--- config.mk ---
export PLATFORM = sky130hd
export DESIGN_NAME = flex_unpacker
export DESIGN_NICKNAME = d
export VERILOG_FILES = /design/src/rtl/flex_unpacker.sv
export SDC_FILE = /design/constraint.sdc
export NUM_CORES = 1
export LEC_CHECK = 0
export CORE_MARGIN = 2
export CORE_UTILIZATION = 39
export CTS_BUF_LIST = sky130_fd_sc_hd__clkbuf_8
export DETAILED_ROUTE_END_ITERATION = 12
export PLACE_DENSITY = 0.68
export SYNTH_ARGS = -nofsm -noshare
export SYNTH_HDL_FRONTEND = slang
export SYNTH_SLANG_ARGS = --single-unit
--- constraint.sdc ---
create_clock -name clk -period 2.2 [get_ports clk]
set_input_delay 0.44 -clock clk [delete_from_list [all_inputs] [get_ports clk]]
set_output_delay 0.44 -clock clk [all_outputs]
set_load 0.02 [all_outputs]
--- src/rtl/flex_unpacker.sv ---
// Word-to-chunk unloader: accepts one NUM_BITS word and emits it as CHUNK_BITS chunks.
// Define FLEX_UNPACK_MSB_FIRST_EN to emit the most-significant chunk first (LSB-first otherwise).
module flex_unpacker #(
    parameter int NUM_BITS   = 32,
    parameter int CHUNK_BITS = 8
) (
    input  logic                  clk,
    input  logic                  rst,
    input  logic                  in_valid,
    output logic                  in_ready,
    input  logic [NUM_BITS-1:0]   in_data,
    output logic                  out_valid,
    input  logic                  out_ready,
    output logic [CHUNK_BITS-1:0] out_data,
    output logic                  out_last,
    output logic                  busy
);

    localparam int NUM_CHUNKS = NUM_BITS / CHUNK_BITS;
    localparam int CNT_W      = (NUM_CHUNKS > 1) ? $clog2(NUM_CHUNKS) : 1;
    localparam logic [CNT_W-1:0] LAST_CNT = CNT_W'(NUM_CHUNKS - 1);

    localparam logic [0:0] IDLE = 1'b0;
    localparam logic [0:0] SEND = 1'b1;

    logic [0:0]          state_r;
    logic [0:0]          state_s;
    logic [NUM_BITS-1:0] shift_r;
    logic [NUM_BITS-1:0] shift_s;
    logic [CNT_W-1:0]    cnt_r;
    logic [CNT_W-1:0]    cnt_s;
    logic                last_s;
    logic                in_xfer_s;
    logic                out_xfer_s;

    assign busy      = (state_r == SEND);
    assign out_valid = (state_r == SEND);
    assign last_s    = (state_r == SEND) && (cnt_r == LAST_CNT);
    assign out_last  = last_s;
    // A new word may enter while idle or in the same cycle the final chunk leaves.
    assign in_ready  = (state_r == IDLE) || (out_ready && last_s);
    assign in_xfer_s  = in_valid && in_ready;
    assign out_xfer_s = out_valid && out_ready;

`ifdef FLEX_UNPACK_MSB_FIRST_EN
    assign out_data = shift_r[NUM_BITS-1 -: CHUNK_BITS];
`else
    assign out_data = shift_r[CHUNK_BITS-1:0];
`endif

    // Next-state, shift-register and chunk-counter decode.
    always_comb begin
        state_s = state_r;
        shift_s = shift_r;
        cnt_s   = cnt_r;
        case (state_r)
            IDLE: begin
                if (in_xfer_s) begin
                    state_s = SEND;
                    shift_s = in_data;
                    cnt_s   = {CNT_W{1'b0}};
                end else begin
                    state_s = IDLE;
                end
            end
            SEND: begin
                if (out_xfer_s) begin
                    if (!last_s) begin
`ifdef FLEX_UNPACK_MSB_FIRST_EN
                        shift_s = shift_r << CHUNK_BITS;
`else
                        shift_s = shift_r >> CHUNK_BITS;
`endif
                        cnt_s   = cnt_r + CNT_W'(1);
                    end else if (in_xfer_s) begin
                        shift_s = in_data;
                        cnt_s   = {CNT_W{1'b0}};
                    end else begin
                        // Clear leftovers so an idle block presents zero data.
                        state_s = IDLE;
                        shift_s = {NUM_BITS{1'b0}};
                        cnt_s   = {CNT_W{1'b0}};
                    end
                end else begin
                    state_s = SEND;
                end
            end
            default: begin
                state_s = IDLE;
                shift_s = {NUM_BITS{1'b0}};
                cnt_s   = {CNT_W{1'b0}};
            end
        endcase
    end

    // State, shift-register and counter storage; reset discards any partial word.
    always_ff @(posedge clk or posedge rst) begin
        if (rst) begin
            state_r <= IDLE;
            shift_r <= {NUM_BITS{1'b0}};
            cnt_r   <= {CNT_W{1'b0}};
        end else begin
            state_r <= state_s;
            shift_r <= shift_s;
            cnt_r   <= cnt_s;
        end
    end

endmodule

==> flow_summary.toml, run 1 <==
[outcome]
outcome = "completed"

[synth]
yosysSeqAreaShare = 0.553
ys_types = 20
netlist_instances = 125
syn_nets = 162
ys_ff_latch = 35
synthesis.area_mm2 = 0.00158
yosysWarnings = 0
syn_avg_cell_area_um2 = 12.7

[sta]
tns_ps = 0
fin_crit_ps = 2060
whs_ps = 491
hold_violations = 0
grt_setup_unrepaired = "no"
setup_slack_ps = 136
slew_headroom = 0.178
slew_violations = 0
worst_pin_slew_ps = 1230
skew_ps = 1.95
clock.fmax_ghz = 0.484
period_share = 0.938
setup_viol = 0

[worst_setup_path]
crit_path_top_delay_cell = "nor2b_2"
start_kind = "input port"
critPathMaxFanout = 32
timing.rr.end = "shift_r[8]"
reg2regPathDepth = 3
crit_chain = "clkdlybuf4s50_1 -> a21boi_2 -> nor2b_2 -> a221o_1"
r2r_start = "busy"
worstSetupEndpointType = "flop"
cp.arrival_ps = 2270
cpPeakStageDelay_ps = 940
regToRegSetupSlack_ps = 170
critPathTopFamily = "simple AND/OR/NAND/NOR gates"
cp.required_ps = 2410
cp_num_buf_inv = 1
path_class = "in2reg"

[cts]
cts_buffer_depth = 2
clk_pin_slew_worst_paths_ps = 60
cts-root-buf = "clkbuf_8"
ctsHtreeMaxLevel = 2
numCtsBuffers = 5
clk_latency_ps = 270
cts.sink_count = 35
post_cts_buffers = 0
tritoncts = "done"

[finish]
fillers = 347
nets = 200
insertedDiodeCount = 0
area_growth_pct = 33.0
final-seq-area_um2 = 876
multi_input_area_um2 = 573
stdcell_area_mm2 = 0.00211
stdcell_count = 212
layout-drive-gt1-share = 0.0864
layout_commonest_cell = "clkdlybuf4s50_1"
layout_common_cells = "clkdlybuf4s50_1 (46), dfrtp_1 (35), and3_1 (24), a221o_1 (24), a22o_1 (8)"

[route]
wl_per_cell_um = 16.0
drt_first_pass_iters = 4
drcViolationCount = 0
vias = 1152
viasPerCell = 5.43
ant_nets = 0
drt_wl_total_mm = 3.39
dr.first_iter.drc_count = 48

[worst_hold_path]
worstHoldStart = "shift_r[25]"
whs_endpoint = "shift_r[25]"
min_path_cells = 1
hp-class = "reg2reg"

[floorplan]
row_count = 23
coreArea_mm2 = 0.00394
dieArea_mm2 = 0.00459
ios = 48
die_x_um = 67.7
die_h_um = 67.7
initial_utilization = 0.402

[place]
portBuffers = 47
dp_worst_setup_slack_ps = -155
dp.final_hpwl_mm = 2.33
dpl_cell_area_mm2 = 0.00203
dpl.cell_count = 206
globalplace.congestion = 0.708

[power]
p_leak_nw = 1.04
ir_drop_mv = 0.527
powerDensity_mw_per_mm2 = 1020

[global_route]
antenna_found_initial = 0
overflow = 0
grt_max_degree = 36
grt_use_total = 0.159
grt_pass1_vias = 1151
grt_pass1_wl_mm = 5.38

[job]
maxCapViolCount = 0
==> area by class of cell <==
cell class                      instances  area share
Multi-Input combinational cell         68       0.272
Tap cell                               50      0.0297
Timing Repair Buffer                   51       0.245
Sequential cell                        35       0.416
Clock buffer                            5      0.0327
Inverter                                2     0.00356
Clock inverter                          1     0.00178
==> layer usage <==
layer  up-vias  share of wire  GRT usage
met5         -              0          0
met4         0         0.0024     0.0536
met3         2          0.068     0.0550
met2        38           0.48      0.261
met1       560           0.45      0.194
li1        552              -          -
==> timing repair <==
item,in CTS,in global routing
endpoints found under the hold margin,0,0
hold buffers,0,0
endpoints found under the setup margin,0,1
gates resized for setup,0,1
==> worst reg2reg max path: stages, from the launching register on <==
cell and delay, ps:
dfrtp_1 490, a21boi_2 220, nor2b_2 940, a221o_1 320
==> cell families after synthesis <==
kind of cell,after synthesis,share of synthesized area
buffers and inverters,22,0.0948
AO/OA/AOI/OAI,35,0.212
multiplexers,2,0.0158
adder cells (fa/ha/maj),1,0.00790
flip-flops,35,0.553
AND/OR/NAND/NOR,30,0.116
==> state kept, by name (all words and copies together), names as in the netlist <==
| name | cells |
|---|---|
| shift_r | 32 |
| cnt_r | 2 |
| busy | 1 |
==> synth_stat cells, drive strengths merged <==
master   n  area share
nand2    2      0.0047
o21ai    1      0.0032
mux2i    1      0.0063
a22o     8       0.044
mux2     1      0.0095
nor2b    1      0.0040
and2b    1      0.0047
a32o     1      0.0063
a221o   24        0.15
a21boi   1      0.0071
ha       1      0.0079
and2     1      0.0040
inv      2      0.0047
dfrtp   35        0.55
or2      1      0.0040
clkbuf   4      0.0095
and3    24       0.095
buf     16       0.081
==> worst max path at each step <==
stage                         start          end  slack [ps]  cells past startpoint
after floorplan                busy   shift_r[3]         630                      4
after global placement    out_ready  shift_r[14]         -80                      4
after detailed placement  out_ready  shift_r[21]        -160                      4
after CTS                  cnt_r[0]     in_ready          50                      4
after global routing           busy  shift_r[11]          20                      3
final                     out_ready   shift_r[8]         140                      4
==> stage by stage <==
stage	util	power, mW
5_1_grt	0.534	2.29
2_1_floorplan	-	1.54
3_3_place_gp	0.515	1.73
3_5_place_dp	0.515	1.77
4_1_cts	0.534	2.18
6_report	0.534	2.15
==> report_power, final <==
group / internal [mW] / leakage, nW / switching (mW) / total, mW
sequential: 0.854 / 0.465 / 0.120 / 0.974
clock: 0.206 / 0.0413 / 0.195 / 0.401
combinational: 0.426 / 0.535 / 0.348 / 0.774
total: 1.49 / 1.04 / 0.663 / 2.15
(Power assumes the default switching activity.)
==> run 2: changes to the inputs <==
--- a/config.mk
+++ b/config.mk
@@ -5,7 +5,6 @@
 export SDC_FILE = /design/constraint.sdc
 export NUM_CORES = 1
 export LEC_CHECK = 0
-export CORE_MARGIN = 2
 export CORE_UTILIZATION = 39
 export CTS_BUF_LIST = sky130_fd_sc_hd__clkbuf_8
 export DETAILED_ROUTE_END_ITERATION = 12
==> flow_summary.toml, run 2 (synthesis results as in run 1) <==
[sta]
skew_ps = 4.38
worst_pin_slew_ps = 703
hold_violations = 0
grt_setup_unrepaired = "no"
whs_ps = 494
setup_viol = 0
fin_crit_ps = 2030
period_share = 0.925
slew_headroom = 0.530
slew_violations = 0
clock.fmax_ghz = 0.492

[floorplan]
initial_utilization = 0.420
die_h_um = 65.7
coreArea_mm2 = 0.00377
dieArea_mm2 = 0.00432
ios = 48
die_x_um = 65.7
row_count = 22

[worst_setup_path]
critPathMaxFanout = 3
endpoint = "out_last"
worstSetupEndpointType = "output port"
startpoint = "cnt_r[0]"
cp_num_buf_inv = 1
start_kind = "flop"
crit_path_top_delay_cell = "clkdlybuf4s50_1"
cpPeakStageDelay_ps = 530
regToRegSetupSlack_ps = 530
r2r_start = "cnt_r[0]"
path_depth = 3
timing.rr.end = "shift_r[10]"
path_class = "reg2out"
crit_chain = "ha_1 -> and2_1 -> clkdlybuf4s50_1"
reg2regPathDepth = 4
cp.required_ps = 1760
cp.arrival_ps = 1590
critPathTopFamily = "buffers and inverters"

[outcome]
outcome = "completed"

[route]
ant_nets = 0
vias = 1150
drt_first_pass_iters = 4
drcViolationCount = 0
dr.first_iter.drc_count = 80
wl_per_cell_um = 15.7
drt_wl_total_mm = 3.34
viasPerCell = 5.42

[cts]
clk_latency_ps = 290
tritoncts = "done"
clk_pin_slew_worst_paths_ps = 70
numCtsBuffers = 5
cts_buffer_depth = 2
cts.sink_count = 35
cts-root-buf = "clkbuf_8"
ctsHtreeMaxLevel = 2
holdBufCountCts = 0

[power]
p_clk_frac = 0.198
p_int_mw = 1.49
p_switching_mw = 0.690
seq_power_share = 0.448
ir_drop_mv = 0.512
powerDensity_mw_per_mm2 = 1030
switching_share = 0.316
p_comb_frac = 0.354
p_leak_nw = 1.05

[finish]
layout_common_cells = "clkdlybuf4s50_1 (46), dfrtp_1 (35), and3_1 (24), a221o_1 (24), a22o_1 (8)"
insertedDiodeCount = 0
layout-drive-gt1-share = 0.0915
stdcell_area_mm2 = 0.00212
post-route-util = 0.562
nets = 200
largest_reg_flops = 32
area_growth_pct = 33.7
largest-register = "shift_r"
layout_commonest_cell = "clkdlybuf4s50_1"

[worst_hold_path]
hp-class = "reg2reg"

[global_route]
antenna_found_initial = 0
grt_pass1_vias = 1158
grt_use_total = 0.171
grt_pass1_wl_mm = 5.35
grt_max_degree = 36
overflow = 0

[place]
globalplace.congestion = 0.676
dpl_cell_area_mm2 = 0.00203
portBuffers = 47
dp.final_hpwl_mm = 2.16

[job]
maxCapViolCount = 0
==> run 2: changes by cell type in the layout (fill, tap and decap cells not counted) <==
cell and delta:
clkinv_2 +1, inv_1 +1, nor2b_2 -1, nor2b_4 +1
==> run 2: how the worst min path moves through the flow <==
| stage | start | to | slack [ps] | cells past startpoint |
|---|---|---|---|---|
| after floorplan | shift_r[24] | shift_r[24] | 460 | 1 |
| after global placement | shift_r[29] | shift_r[29] | 480 | 1 |
| after detailed placement | shift_r[28] | shift_r[28] | 470 | 1 |
| after CTS | shift_r[28] | shift_r[28] | 500 | 1 |
| after global routing | shift_r[19] | shift_r[19] | 510 | 1 |
| final | shift_r[28] | shift_r[28] | 490 | 1 |
==> run 2: cell type report <==
class	count	area, µm²
Timing Repair Buffer	51	515
Clock inverter	3	12.5
Tap cell	48	60.1
Clock buffer	5	68.8
Multi-Input combinational cell	68	578
Fill cell	320	1650
Inverter	2	7.51
Sequential cell	35	876
==> run 2: power groups by stage <==
stage / Clock [mW] / Sequential [mW] / Combinational, mW
floorplan: 0 / 0.946 / 0.595
global placement: 0 / 0.974 / 0.755
detailed placement: 0 / 0.988 / 0.773
CTS: 0.448 / 0.977 / 0.775
global route: 0.482 / 1.00 / 0.836
finish: 0.433 / 0.977 / 0.773
==> run 2: through the flow <==
stage,TNS [ps],power (mW),setup slack [ps],cells
3_5_place_dp,-4180,1.76,-147,204
4_1_cts,0,2.20,53.7,212
2_1_floorplan,0,1.54,629,125
3_3_place_gp,-2420,1.73,-83.2,204
5_1_grt,0,2.32,94.2,212
6_report,0,2.18,166,212
==> run 2: what timing repair did <==
action,4_1_cts,5_1_grt
buffers inserted,0,0
endpoints found under the hold margin,0,0
gates resized for setup,0,2
setup endpoints to repair,0,2
==> run 2: routing by layer <==
metal | vias to the layer above | GRT usage | routed length [µm]
li1 | 553 | - | -
met1 | 557 | 0.210 | 1480
met2 | 36 | 0.269 | 1610
met3 | 4 | 0.0503 | 192
met4 | 0 | 0.0897 | 53
met5 | - | 0 | 0
